$ cat config.mk
export PLATFORM = sky130hd
export DESIGN_NAME = multicycle_ctrl
export DESIGN_NICKNAME = d
export VERILOG_FILES = /design/src/rtl/scpu_pkg.sv /design/src/rtl/ctrl_timeout.sv /design/src/rtl/multicycle_ctrl.sv
export SDC_FILE = /design/constraint.sdc
export NUM_CORES = 1
export LEC_CHECK = 0
export BUFFER_PORTS_ARGS = -buffer_cell sky130_fd_sc_hd__buf_4
export CAP_MARGIN = 20
export CORE_ASPECT_RATIO = 1.1
export CORE_MARGIN = 2
export CORE_UTILIZATION = 30
export CTS_BUF_LIST = sky130_fd_sc_hd__clkbuf_4
export DETAILED_ROUTE_END_ITERATION = 10
export PLACE_DENSITY = 0.6
export SYNTH_ARGS = -nofsm -noshare
export SYNTH_HDL_FRONTEND = slang
export SYNTH_SLANG_ARGS = --single-unit
$ cat constraint.sdc
create_clock -name clk -period 4.15 [get_ports clk]
set_input_delay 1.245 -clock clk [delete_from_list [all_inputs] [get_ports clk]]
set_output_delay 1.245 -clock clk [all_outputs]
set_load 0.05 [all_outputs]
$ cat src/rtl/scpu_pkg.sv
// Shared definitions for the SCPU multi-cycle controller: opcodes, FSM
// state encoding, write-back selects and trap causes.
package scpu_pkg;

  localparam logic [6:0] OPC_OP     = 7'b0110011;
  localparam logic [6:0] OPC_OPIMM  = 7'b0010011;
  localparam logic [6:0] OPC_LOAD   = 7'b0000011;
  localparam logic [6:0] OPC_STORE  = 7'b0100011;
  localparam logic [6:0] OPC_BRANCH = 7'b1100011;
  localparam logic [6:0] OPC_JAL    = 7'b1101111;
  localparam logic [6:0] OPC_JALR   = 7'b1100111;
  localparam logic [6:0] OPC_LUI    = 7'b0110111;
  localparam logic [6:0] OPC_AUIPC  = 7'b0010111;

  typedef enum logic [2:0] {
    ST_FETCH  = 3'd0,
    ST_DECODE = 3'd1,
    ST_EXEC   = 3'd2,
    ST_MEM    = 3'd3,
    ST_WB     = 3'd4,
    ST_TRAP   = 3'd5
  } state_t;

  localparam logic [1:0] WB_ALU = 2'b00;
  localparam logic [1:0] WB_MEM = 2'b01;
  localparam logic [1:0] WB_PC4 = 2'b10;
  localparam logic [1:0] WB_IMM = 2'b11;

  localparam logic [1:0] CAUSE_NONE     = 2'b00;
  localparam logic [1:0] CAUSE_ILLEGAL  = 2'b01;
  localparam logic [1:0] CAUSE_IMEM_TMO = 2'b10;
  localparam logic [1:0] CAUSE_DMEM_TMO = 2'b11;

  // True for the RV64I major opcodes this core implements.
  function automatic logic opc_legal(input logic [6:0] opc);
    case (opc)
      OPC_OP, OPC_OPIMM, OPC_LOAD, OPC_STORE, OPC_BRANCH,
      OPC_JAL, OPC_JALR, OPC_LUI, OPC_AUIPC: opc_legal = 1'b1;
      default:                               opc_legal = 1'b0;
    endcase
  endfunction

endpackage

$ cat src/rtl/ctrl_timeout.sv
// 8-bit memory wait counter. expire fires on the waiting cycle that would
// bring the count to LIMIT, so a ready on that same cycle still wins.
module ctrl_timeout #(
  parameter int unsigned LIMIT = 255
) (
  input  logic clk,
  input  logic rst,
  input  logic clr,
  input  logic en,
  output logic expire
);

  localparam logic [7:0] LAST = 8'(LIMIT - 1);

  logic [7:0] r_cnt;

  // Count unstalled waiting cycles; cleared on entry to a waiting state.
  always_ff @(posedge clk or posedge rst) begin
    if (rst) begin
      r_cnt <= '0;
    end else if (clr) begin
      r_cnt <= '0;
    end else if (en) begin
      r_cnt <= r_cnt + 8'd1;
    end
  end

  assign expire = en && (r_cnt == LAST);

endmodule

$ cat src/rtl/multicycle_ctrl.sv
// Multi-cycle sequencer for the SCPU core. Walks FETCH/DECODE/EXEC/MEM/WB,
// drives datapath strobes, counts retired instructions and traps on
// illegal opcodes or memory timeouts.
module multicycle_ctrl
  import scpu_pkg::*;
#(
  parameter int CNT_W   = 64,
  parameter int MEM_TMO = 255
) (
  input  logic             clk,
  input  logic             rst,
  input  logic [6:0]       opcode,
  input  logic             branch_taken,
  input  logic             stall,
  input  logic             imem_ready,
  input  logic             dmem_ready,
  input  logic             trap_ack,
  output logic             imem_req,
  output logic             ir_we,
  output logic             imm_en,
  output logic             alu_src_imm,
  output logic             alu_src_pc,
  output logic             dmem_req,
  output logic             dmem_we,
  output logic             reg_we,
  output logic [1:0]       wb_sel,
  output logic             pc_we,
  output logic             pc_src,
  output logic             trap,
  output logic [1:0]       trap_cause,
  output logic [CNT_W-1:0] instret
);

  state_t           r_state;
  state_t           w_next;
  logic [6:0]       r_opc;
  logic [1:0]       r_cause;
  logic [1:0]       w_cause_next;
  logic [CNT_W-1:0] r_instret;
  logic             w_wait;
  logic             w_tmo_en;
  logic             w_tmo_clr;
  logic             w_expire;

  logic w_op, w_load, w_store, w_branch, w_jal, w_jalr, w_lui, w_auipc;

  assign w_op     = (r_opc == OPC_OP);
  assign w_load   = (r_opc == OPC_LOAD);
  assign w_store  = (r_opc == OPC_STORE);
  assign w_branch = (r_opc == OPC_BRANCH);
  assign w_jal    = (r_opc == OPC_JAL);
  assign w_jalr   = (r_opc == OPC_JALR);
  assign w_lui    = (r_opc == OPC_LUI);
  assign w_auipc  = (r_opc == OPC_AUIPC);

  // A waiting cycle is a memory state whose handshake has not completed.
  assign w_wait    = ((r_state == ST_FETCH) && !imem_ready) ||
                     ((r_state == ST_MEM)   && !dmem_ready);
  assign w_tmo_en  = w_wait && !stall;
  assign w_tmo_clr = !stall && (w_next != r_state) &&
                     ((w_next == ST_FETCH) || (w_next == ST_MEM));

  ctrl_timeout #(
    .LIMIT (MEM_TMO)
  ) u_tmo (
    .clk    (clk),
    .rst    (rst),
    .clr    (w_tmo_clr),
    .en     (w_tmo_en),
    .expire (w_expire)
  );

  // Next-state and trap-cause selection; stall freezes everything.
  always_comb begin
    w_next       = r_state;
    w_cause_next = r_cause;
    if (!stall) begin
      case (r_state)
        ST_FETCH: begin
          if (imem_ready) begin
            w_next = ST_DECODE;
          end else if (w_expire) begin
            w_next       = ST_TRAP;
            w_cause_next = CAUSE_IMEM_TMO;
          end
        end
        ST_DECODE: begin
          if (opc_legal(opcode)) begin
            w_next = ST_EXEC;
          end else begin
            w_next       = ST_TRAP;
            w_cause_next = CAUSE_ILLEGAL;
          end
        end
        ST_EXEC: begin
          if (w_load || w_store) w_next = ST_MEM;
          else if (w_branch)     w_next = ST_FETCH;
          else                   w_next = ST_WB;
        end
        ST_MEM: begin
          if (dmem_ready) begin
            w_next = w_load ? ST_WB : ST_FETCH;
          end else if (w_expire) begin
            w_next       = ST_TRAP;
            w_cause_next = CAUSE_DMEM_TMO;
          end
        end
        ST_WB: w_next = ST_FETCH;
        ST_TRAP: begin
          if (trap_ack) begin
            w_next       = ST_FETCH;
            w_cause_next = CAUSE_NONE;
          end
        end
        default: w_next = ST_FETCH;
      endcase
    end
  end

  // State, trap cause and the opcode captured as DECODE is left.
  always_ff @(posedge clk or posedge rst) begin
    if (rst) begin
      r_state <= ST_FETCH;
      r_cause <= CAUSE_NONE;
      r_opc   <= '0;
    end else if (!stall) begin
      r_state <= w_next;
      r_cause <= w_cause_next;
      if (r_state == ST_DECODE) r_opc <= opcode;
    end
  end

  // Retired-instruction counter advances once per PC update.
  always_ff @(posedge clk or posedge rst) begin
    if (rst) begin
      r_instret <= '0;
    end else if (pc_we) begin
      r_instret <= r_instret + CNT_W'(1);
    end
  end

  // Datapath strobes; reset drops them immediately, stall kills the pulses.
  always_comb begin
    imem_req    = 1'b0;
    ir_we       = 1'b0;
    imm_en      = 1'b0;
    alu_src_imm = 1'b0;
    alu_src_pc  = 1'b0;
    dmem_req    = 1'b0;
    dmem_we     = 1'b0;
    reg_we      = 1'b0;
    wb_sel      = WB_ALU;
    pc_we       = 1'b0;
    pc_src      = 1'b0;
    if (!rst) begin
      case (r_state)
        ST_FETCH: begin
          imem_req = 1'b1;
          ir_we    = imem_ready && !stall;
        end
        ST_DECODE: imm_en = 1'b1;
        ST_EXEC: begin
          alu_src_imm = !(w_op || w_branch);
          alu_src_pc  = w_auipc || w_jal;
          if (w_branch) begin
            pc_we  = !stall;
            pc_src = branch_taken;
          end
        end
        ST_MEM: begin
          dmem_req = 1'b1;
          dmem_we  = w_store;
          if (w_store && dmem_ready) pc_we = !stall;
        end
        ST_WB: begin
          reg_we = !stall;
          pc_we  = !stall;
          pc_src = w_jal || w_jalr;
          if (w_load)               wb_sel = WB_MEM;
          else if (w_jal || w_jalr) wb_sel = WB_PC4;
          else if (w_lui)           wb_sel = WB_IMM;
          else                      wb_sel = WB_ALU;
        end
        default: ;
      endcase
    end
  end

  assign trap       = (r_state == ST_TRAP) && !rst;
  assign trap_cause = r_cause;
  assign instret    = r_instret;

endmodule

* Word-level counts from Yosys, hierarchy flattened *
Index checks and enable logic that the tools add are counted.

cells by class
  bitwise operators = 1
  multiply operators = 0
  equal/unequal tests = 31
  div/mod/pow operators = 0
  shift operators = 0
  order comparisons = 0
  add/subtract/negate cells = 2
  reduce and logical (&&, ||, !) cells = 27
  mux-type cells = 50

operators with widths
  kind                                                                    number
  64-bit by 1-bit adder with 64-bit output (second input constant)        1
  7-bit by 6-bit equality test with 1-bit output (second input constant)  6
  7-bit equality test (second input constant)                             6
  3-bit 2-to-1 mux                                                        9
  1-bit 2-to-1 mux                                                        24
  2-bit 2-to-1 mux                                                        11
  7-bit by 5-bit equality test with 1-bit output (second input constant)  3
  8-bit 2-to-1 mux                                                        2
  3-bit one-hot mux with 5 select lines                                   1
  7-bit by 2-bit equality test with 1-bit output (second input constant)  2
  3-bit by 2-bit equality test with 1-bit output (second input constant)  3
  1-bit logical AND                                                       9
  9-bit OR reduction                                                      1
  8-bit by 1-bit adder with 8-bit output (second input constant)          1
  8-bit equality test (second input constant)                             1
  2-bit != test (second input constant)                                   4
  2-bit one-hot mux with 4 select lines                                   1
  8-bit AND reduction                                                     1
  3-bit equality test (second input constant)                             2
  3-bit zero test                                                         2
  1-bit logical OR                                                        6
  1-bit zero test                                                         5
  2-bit by 1-bit != test with 1-bit output (second input constant)        2
  4-bit nonzero test                                                      1
  other kinds (7)                                                         7

storage, ports and cells
  output and inout port bits = 79
  memories kept = 0
  memory bits (read-only) = 0
  latch bits = 0
  memory bits (writable) = 0
  flip-flop bits (word level) = 84
  bits of input ports = 14

* Logic depth before layout (Yosys ltp) *
Gate-level depths: netlist (run 1).

  depth after elaboration = 13
  depth in mapped cells = 8
  gate-level depth less buffers = 8

* Cells and area by module *
Synthesis (run 1) repeated with hierarchy kept, for this count alone.

second synthesis, totals
  cells, all modules = 419
  area total of the unflattened synthesis = 4386.7 um2

modules (own cells, without submodules)
  module           times used  area an instance (um2)  cells each
  multicycle_ctrl  1           3967.6                  377
  ctrl_timeout     1           419.2                   42

* Worst setup path before layout (run 1) *
OpenSTA, ideal clock, no wires.

  path type = input port to output port
  from = input port rst
  to = output port dmem_we
  stages on the path = 5
  setup slack = -0.278 ns
  data arrival time = 3.183 ns
  data required time = 2.905 ns
  path buffers = 1
  path through = clkbuf_1 nor2_1 and2_1 nand2_1 nor3_1

on the way
  cells in the longest elaborated chain, start to end = 1

RTL lines
  element           RTL line                text
  from (decl)       multicycle_ctrl.sv:11   input logic rst,
  1-bit 2-to-1 mux  multicycle_ctrl.sv:155  if (!rst) begin
  to (decl)         multicycle_ctrl.sv:24   output logic dmem_we,

Every way passes these cells.

* Final worst setup path (run 1) *
  from = register r_state[2]
  to = output port pc_src

on the way
  cells in the longest elaborated chain, start to end = 3
  elaborated cells on any way between the ends = 4
  classes of those cells = 2 x eq/ne; 2 x mux

RTL lines
  element                                                                                       RTL line                text
  from (decl)                                                                                   multicycle_ctrl.sv:34   state_t r_state;
  from (signal assigned)                                                                        multicycle_ctrl.sv:127  r_state <= w_next;
  3-bit equality test / 3-bit by 2-bit equality test with 1-bit output (equally long branches)  multicycle_ctrl.sv:156  case (r_state)
  1-bit one-hot mux with 2 select lines (*)                                                     multicycle_ctrl.sv:156
  1-bit 2-to-1 mux (*)                                                                          multicycle_ctrl.sv:155
  to (decl)                                                                                     multicycle_ctrl.sv:28   output logic pc_src,

Every way passes the cells marked *; elsewhere a longest branch is shown, timed or not.

==> flow_summary.toml, run 1 <==
[synth]
syn-instance-count = 434
yosysSeqAreaShare = 0.481
syn_nets = 451
synth_area_sq_mm = 0.00437
synth_cell_type_count = 50
yosys_warnings = 0
ys_ff_latch = 84
async_flop_share = 1.00
synthFlopType = "dfrtp_1"
syn_area_per_cell_sq_um = 10.1
synth-edff-count = 0

[grt]
antenna_found_initial = 0
grt_max_degree = 40
grt-ovfl-total = 0
first_global_vias = 3650
grt_pass1_wl_um = 18300
track_usage = 0.148

[worst_setup_path]
crit_arrival_ns = 2.47
path_class = "flip-flop to primary output"
r2r_start = "instret[2]$_DFFE_PP0P_"
r2r_end = "instret[56]$_DFFE_PP0P_"
startpoint = "r_state[2]$_DFFE_PP0N_"
required_ns = 2.90
reg2reg_depth = 6
cp-start-kind = "flip-flop"
end_kind = "primary output"
r2r_setup_slack_ns = 0.93
crit_fanout = 12

[final_layout]
stdcell_area_sq_mm = 0.00543
multi_input_area_sq_mm = 0.00216
diodes = 0
stdcell_count = 725
nets = 546
drive_above_1_share = 0.259
nFillCells = 1436
seqCellArea_sq_mm = 0.00210
final_common_cell = "buf_4"
final_cell_mix = "buf_4, dfrtp_1, xor2_1, nand2_1, xnor2_1"
area_growth_syn_to_layout_pct = 24.3

[detailed_routing]
dr.pass1.iters = 4
viasPerCell = 4.99
wl_um = 11200
drc = 0
drtIter0Drc = 234
ant_nets = 0
detail_route.wl_per_cell_um = 15.4
num_vias = 3619

[clocking]
cts_buffer_depth = 2
clock_latency_ns = 0.43
ctsRootBufferMaster = "clkbuf_4"
cts.sinks = 84
clk_pin_slew_ns = 0.11
numCtsBuffers = 9
cts_tree = "done"
hold_buffers = 0
htreeDepth = 3
cts-resized-gates = 0
post_cts_buffers = 0

[timing]
relSlewSlack = 0.478
fin_skew_ns = 0.0125
hold_violations = 0
finalCriticalPeriod_ns = 3.71
period_share = 0.895
finalSetupTns_ns = 0
setup_violations = 0
slew_violations = 0
fmax_ghz = 0.269
rsz0062_at_grt = "no"
hold_ws_ns = 0.492
tightestPinTransition_ns = 0.783
timing.final.ws_setup_ns = 0.437

[run_status]
status = "complete, no violations"

[pwr]
power_density_mw_per_mm2 = 375
power_leakage_nw = 2.62
ir_drop_mv = 0.163

[floorplanning]
die_area_sq_mm = 0.0155
core_area_sq_mm = 0.0143
die_x_um = 119
io-pin-count = 93
initial_core_util = 0.305
dieHeight_um = 131
row_count = 46

[hold_path]
hp-class = "flip-flop to flip-flop"
holdPathStages = 1
holdPathEnd = "trap_cause[1]$_DFFE_PP0P_"
worstHoldStart = "trap_cause[1]$_DFFE_PP0P_"

[place]
placed_cell_area_sq_mm = 0.00530
place_ws_ns = 0.406
io_buffer_count = 92
placed_cells = 710
gp_congestion = 0.841
dp_hpwl_um = 8180

[flow_run]
drv_cap = 0
==> worst max path at each step <==
stage,end,slack [ns],depth (start not counted)
2_1_floorplan,wb_sel[1],-0.09,3
3_3_place_gp,pc_we,0.43,6
3_5_place_dp,pc_we,0.41,6
4_1_cts,pc_we,0.40,6
5_1_grt,pc_we,0.30,5
6_report,pc_src,0.44,5
==> cell usage after synthesis, types with 6 or more instances <==
cell type	n	area share
dfrtp_1	84	0.48
mux2_2	8	0.021
nor2_1	24	0.021
nor3_2	11	0.025
or3_1	6	0.0086
nand2_1	34	0.029
nor3_1	27	0.031
nor4_1	11	0.016
nand2b_1	7	0.010
inv_1	17	0.015
xnor2_1	30	0.060
and3_1	15	0.021
nor2b_1	7	0.010
o21ai_0	6	0.0069
clkbuf_1	10	0.0086
nand4_1	14	0.020
and4_1	6	0.012
nand3_1	23	0.026
xor2_1	41	0.082
a21oi_1	8	0.0092
==> sequential cells by signal, indices dropped and copies added, names as in the netlist <==
register	flops
u_tmo.r_cnt	8
r_opc	7
instret	64
trap_cause	2
r_state	3
==> final cells by class <==
| type | instances | area share |
|---|---|---|
| repair buffers | 98 | 0.136 |
| multi-input cells | 319 | 0.397 |
| flip-flops and latches | 84 | 0.387 |
| well taps | 192 | 0.0443 |
| clock buffers | 12 | 0.0166 |
| inverters | 17 | 0.0120 |
| clock inverters | 3 | 0.00715 |
==> per-stage QoR <==
step	utilization	power, W
finish	0.379	0.00204
global route	0.379	0.00217
CTS	0.379	0.00206
detailed placement	0.370	0.00158
global placement	0.370	0.00157
floorplan	-	0.00141
==> power by group <==
part,internal [W],total (W),switching (W)
registers,0.000893,0.00103,0.000137
clock network,0.000199,0.000470,0.000271
logic,0.000204,0.000537,0.000332
total,0.00130,0.00204,0.000740
==> layer usage <==
layer	routed length, um	global-route usage	vias up
li1	-	-	1720
met1	4890	0.183	1793
met2	5380	0.245	90
met3	672	0.0369	16
met4	219	0.0686	0
met5	0	0	-
==> cells by family (layout without fill, tap and decap cells) <==
logic type      Yosys count  count (layout)  share of synthesized area
buf+inv                  31             130                     0.0275
flops                    84              84                      0.481
compound gates           33              33                     0.0504
fa+ha+maj                 3               3                    0.00860
mux                       9               9                     0.0229
simple gates            203             203                      0.267
xor+xnor                 71              71                      0.142
==> worst max-delay path: stages (launching register included) <==
cell and delay (ns):
dfrtp_1 0.59, inv_1 0.24, or4_1 0.65, o22ai_1 0.20
and3_1 0.17, buf_4 0.19
(Power assumes the default switching activity.)
==> inputs of run 2 (changes only) <==
- clock period: 4.15 -> 4.7 ns (I/O delays scaled with it)
==> flow_summary.toml, run 2 (synthesis gave the netlist of run 1 again) <==
[place]
gp_congestion = 0.833
place_ws_ns = 0.618
io_buffer_count = 92
dp_hpwl_um = 7970

[grt]
antenna_found_initial = 0
track_usage = 0.144
first_global_vias = 3592
grt-ovfl-total = 0
grt_pass1_wl_um = 18000
grt_max_degree = 61

[final_layout]
multi_input_area_sq_mm = 0.00215
diodes = 0
drive_above_1_share = 0.254
final_common_cell = "buf_4"
largest_register_ffs = 64
seqCellArea_sq_mm = 0.00210
nFillCells = 1436
nets = 545
final_cell_mix = "buf_4, dfrtp_1, xor2_1, nand2_1, xnor2_1"
area_growth_syn_to_layout_pct = 23.6

[worst_setup_path]
reg2reg_depth = 6
cp-start-kind = "input pin"
cp_slowest_stage_delay_ns = 0.33
crit_path_frequent_cell = "buf_4"
r2r_start = "instret[2]$_DFFE_PP0P_"
r2r_setup_slack_ns = 1.56
required_ns = 3.29
end_kind = "primary output"
startpoint = "dmem_ready"
path_delay_family = "buffers and inverters"
cp_num_buf_inv = 2
path_cells = "buf_4 -> nor2b_1 -> mux2_2 -> a41oi_1 -> nor2_1 -> buf_4"
crit_slowest_cell = "a41oi_1"
crit_fanout = 4
path_depth = 6
crit_arrival_ns = 2.67
path_class = "input pin to primary output"
r2r_end = "instret[57]$_DFFE_PP0P_"
crit_end = "pc_we"

[floorplanning]
core_area_sq_mm = 0.0143
die_area_sq_mm = 0.0155
die_x_um = 119
io-pin-count = 93
dieHeight_um = 131
row_count = 46
initial_core_util = 0.305

[clocking]
cts_tree = "done"
ctsRootBufferMaster = "clkbuf_4"
clk_pin_slew_ns = 0.12
htreeDepth = 3
clock_latency_ns = 0.44
numCtsBuffers = 9
hold_buffers = 0
cts.sinks = 84
cts_buffer_depth = 2
cts-resized-gates = 0
post_cts_buffers = 0

[timing]
hold_violations = 0
timing.final.ws_setup_ns = 0.625
finalCriticalPeriod_ns = 4.08
relSlewSlack = 0.472
period_share = 0.867
setup_violations = 0
fin_skew_ns = 0.0122
hold_ws_ns = 0.497
finalSetupTns_ns = 0
slew_violations = 0
rsz0062_at_grt = "no"
fmax_ghz = 0.245
tightestPinTransition_ns = 0.793

[detailed_routing]
num_vias = 3579
ant_nets = 0
dr.pass1.iters = 4
drc = 0
wl_um = 10900
detail_route.wl_per_cell_um = 15.1
viasPerCell = 4.94
drtIter0Drc = 234

[pwr]
power_leakage_nw = 2.61
ir_drop_mv = 0.0990
power_density_mw_per_mm2 = 321

[flow_run]
drv_cap = 0

[run_status]
status = "complete, no violations"

[hold_path]
hp-class = "flip-flop to flip-flop"
==> run 2: changes by cell type in the layout (fill, tap and decap cells not counted), sizes merged <==
cell and change:
clkbuf -1, bufinv -1, clkinv +2, buf -1
==> run 2: power breakdown <==
part | total (W) | internal (W) | switching, W
combinational | 0.000474 | 0.000179 | 0.000295
clock | 0.000350 | 0.000113 | 0.000236
sequential | 0.000907 | 0.000788 | 0.000119
==> run 2: layout make-up <==
| class | count | area share |
|---|---|---|
| well taps | 192 | 0.0445 |
| multi-input cells | 319 | 0.398 |
| clock buffers | 11 | 0.0153 |
| repair buffers | 97 | 0.137 |
| clock inverters | 4 | 0.00325 |
| inverters | 17 | 0.0121 |
| flip-flops and latches | 84 | 0.389 |
==> run 2: layer usage <==
layer	track usage	wire length, um	vias to the layer above
met4	0.0672	210	0
met5	0	0	-
li1	-	-	1714
met3	0.0295	658	13
met2	0.242	5300	99
met1	0.180	4740	1753
==> run 2: worst min path at each step <==
stage,end,from,slack (ns),cells after the start
2_1_floorplan,r_opc[3]$_DFFE_PP0P_,r_opc[3]$_DFFE_PP0P_,0.51,1
3_3_place_gp,instret[63]$_DFFE_PP0P_,instret[63]$_DFFE_PP0P_,0.46,1
3_5_place_dp,instret[60]$_DFFE_PP0P_,instret[60]$_DFFE_PP0P_,0.48,1
4_1_cts,instret[60]$_DFFE_PP0P_,instret[60]$_DFFE_PP0P_,0.50,1
5_1_grt,instret[30]$_DFFE_PP0P_,instret[30]$_DFFE_PP0P_,0.53,1
6_report,instret[63]$_DFFE_PP0P_,instret[63]$_DFFE_PP0P_,0.50,1
==> run 2: worst register-to-register path, delay by kind of cell, from the launching register on <==
kind | cells | cell delay, ns
AND/OR/NAND/NOR | 5 | 2.44
flip-flops | 1 | 0.47
XOR/XNOR | 1 | 0.17
==> run 2: metrics by stage <==
step | power, W | cells | area, sq um | util
after floorplan | 0.00125 | 434 | 4370 | -
after global placement | 0.00138 | 708 | 5280 | 0.368
after detailed placement | 0.00139 | 708 | 5280 | 0.368
after CTS | 0.00175 | 723 | 5380 | 0.375
after global routing | 0.00185 | 724 | 5400 | 0.377
final | 0.00173 | 724 | 5400 | 0.377
==> inputs of run 3 (changes only) <==
- clock period: 4.7 -> 3.8 ns (I/O delays scaled with it)
==> flow_summary.toml, run 3 (synthesis gave the netlist of run 1 again) <==
[place]
place_ws_ns = 0.254
gp_congestion = 0.834
dp_hpwl_um = 8040
io_buffer_count = 92
placed_cell_area_sq_mm = 0.00532

[detailed_routing]
drtIter0Drc = 229
dr.pass1.iters = 4
num_vias = 3593
detail_route.wl_per_cell_um = 15.0
viasPerCell = 4.94
ant_nets = 0
drc = 0
wl_um = 10900

[run_status]
status = "complete, no violations"

[timing]
hold_violations = 0
tightestPinTransition_ns = 0.688
finalCriticalPeriod_ns = 3.57
timing.final.ws_setup_ns = 0.231
relSlewSlack = 0.528
slew_violations = 0
rsz0062_at_grt = "no"
setup_violations = 0
period_share = 0.939
fin_skew_ns = 0.0142
fmax_ghz = 0.280

[worst_setup_path]
required_ns = 2.66
crit_path_frequent_cell = "buf_4"
crit_slowest_cell = "a41oi_1"
path_delay_family = "buffers and inverters"
cp-start-kind = "input pin"
crit_arrival_ns = 2.43
r2r_start = "instret[2]$_DFFE_PP0P_"
cp_slowest_stage_delay_ns = 0.35
end_kind = "primary output"
cp_num_buf_inv = 2
crit_fanout = 4
path_cells = "buf_4 -> nor2b_1 -> mux2_2 -> a41oi_1 -> nor2_1 -> buf_4"
path_class = "input pin to primary output"
startpoint = "dmem_ready"

[grt]
grt_util_met3 = 0.0382
grt_pass1_wl_um = 17800
grt_use_met2 = 0.246
first_global_vias = 3492
track_usage = 0.143
met1_usage = 0.176
grt.busiest_layer = "met2"
grt_max_degree = 54
grt-ovfl-total = 0
antenna_found_initial = 0

[final_layout]
fin_util = 0.383
nFillCells = 1429
final_common_cell = "buf_4"
seqCellArea_sq_mm = 0.00210
largest_register_ffs = 64
stdcell_area_sq_mm = 0.00548
final_cell_mix = "buf_4, dfrtp_1, xor2_1, nand2_1, xnor2_1"
multi_input_area_sq_mm = 0.00216
drive_above_1_share = 0.264
diodes = 0
area_growth_syn_to_layout_pct = 25.6
nets = 547

[clocking]
clock_latency_ns = 0.44
cts-resized-gates = 0
ctsRootBufferMaster = "clkbuf_4"
cts_tree = "done"
hold_buffers = 0
numCtsBuffers = 9
clk_pin_slew_ns = 0.13
cts.sinks = 84
post_cts_buffers = 0
cts_buffer_depth = 2
htreeDepth = 3

[pwr]
ir_drop_mv = 0.137
power_leakage_nw = 2.64
combinationalPowerShare = 0.262
power_density_mw_per_mm2 = 419
switching_share = 0.362
p_total_w = 0.00230
power_frac_seq = 0.488
intPower_w = 0.00147
net-switching-power_w = 0.000833
power_frac_clock = 0.250

[floorplanning]
row_count = 46
die_area_sq_mm = 0.0155
io-pin-count = 93
core_area_sq_mm = 0.0143
dieHeight_um = 131
initial_core_util = 0.305
die_x_um = 119

[hold_path]
hp-class = "flip-flop to flip-flop"
worstHoldStart = "instret[63]$_DFFE_PP0P_"

[flow_run]
drv_cap = 0
run 3: cell count changes in the layout (fill, tap and decap cells not counted), sizes merged:
| cell | before | now |
|---|---|---|
| clkbuf | 11 | 9 |
| bufinv | 0 | 2 |
| clkinv | 5 | 4 |
| clkinvlp | 0 | 2 |
| buf | 97 | 99 |
run 3: metal layers:
| layer | up-vias | wire length [um] |
|---|---|---|
| met5 | - | 0 |
| met4 | 0 | 111 |
| met3 | 13 | 648 |
| met2 | 97 | 5430 |
| met1 | 1759 | 4710 |
| li1 | 1724 | - |
run 3: final timing paths:
check / cells past startpoint / end / slack (ns)
max in group asynchronous: 3 / instret[11]$_DFFE_PP0P_ / 2.35
worst min-delay path: 1 / instret[63]$_DFFE_PP0P_ / 0.49
worst max register to register: 6 / instret[57]$_DFFE_PP0P_ / 0.68
worst max-delay path: 6 / pc_we / 0.23
worst min register to register: 1 / instret[63]$_DFFE_PP0P_ / 0.49
min in group asynchronous: 2 / trap_cause[0]$_DFFE_PP0P_ / 0.78
run 3: metrics by stage:
| step | instances | hold slack, ns | TNS (ns) |
|---|---|---|---|
| floorplan | 434 | 0.509 | -0.486 |
| global placement | 711 | 0.462 | 0 |
| detailed placement | 711 | 0.465 | 0 |
| CTS | 727 | 0.493 | 0 |
| global route | 727 | 0.513 | 0 |
| finish | 727 | 0.487 | 0 |
run 3: final cells by class:
cell class                      instances  share of cell area
Multi-Input combinational cell        319               0.394
Sequential cell                        84               0.384
Timing Repair Buffer                   99               0.138
Tap cell                              192              0.0438
Clock inverter                          7              0.0167
Clock buffer                            9              0.0123
Inverter                               17              0.0119
run 3: power by group through the flow:
stage               combinational (W)  sequential, W  clock (W)
CTS                          0.000608        0.00112   0.000605
global placement             0.000586        0.00113          0
finish                       0.000602        0.00112   0.000574
floorplan                    0.000405        0.00114          0
global route                 0.000654        0.00114   0.000646
detailed placement           0.000607        0.00114          0
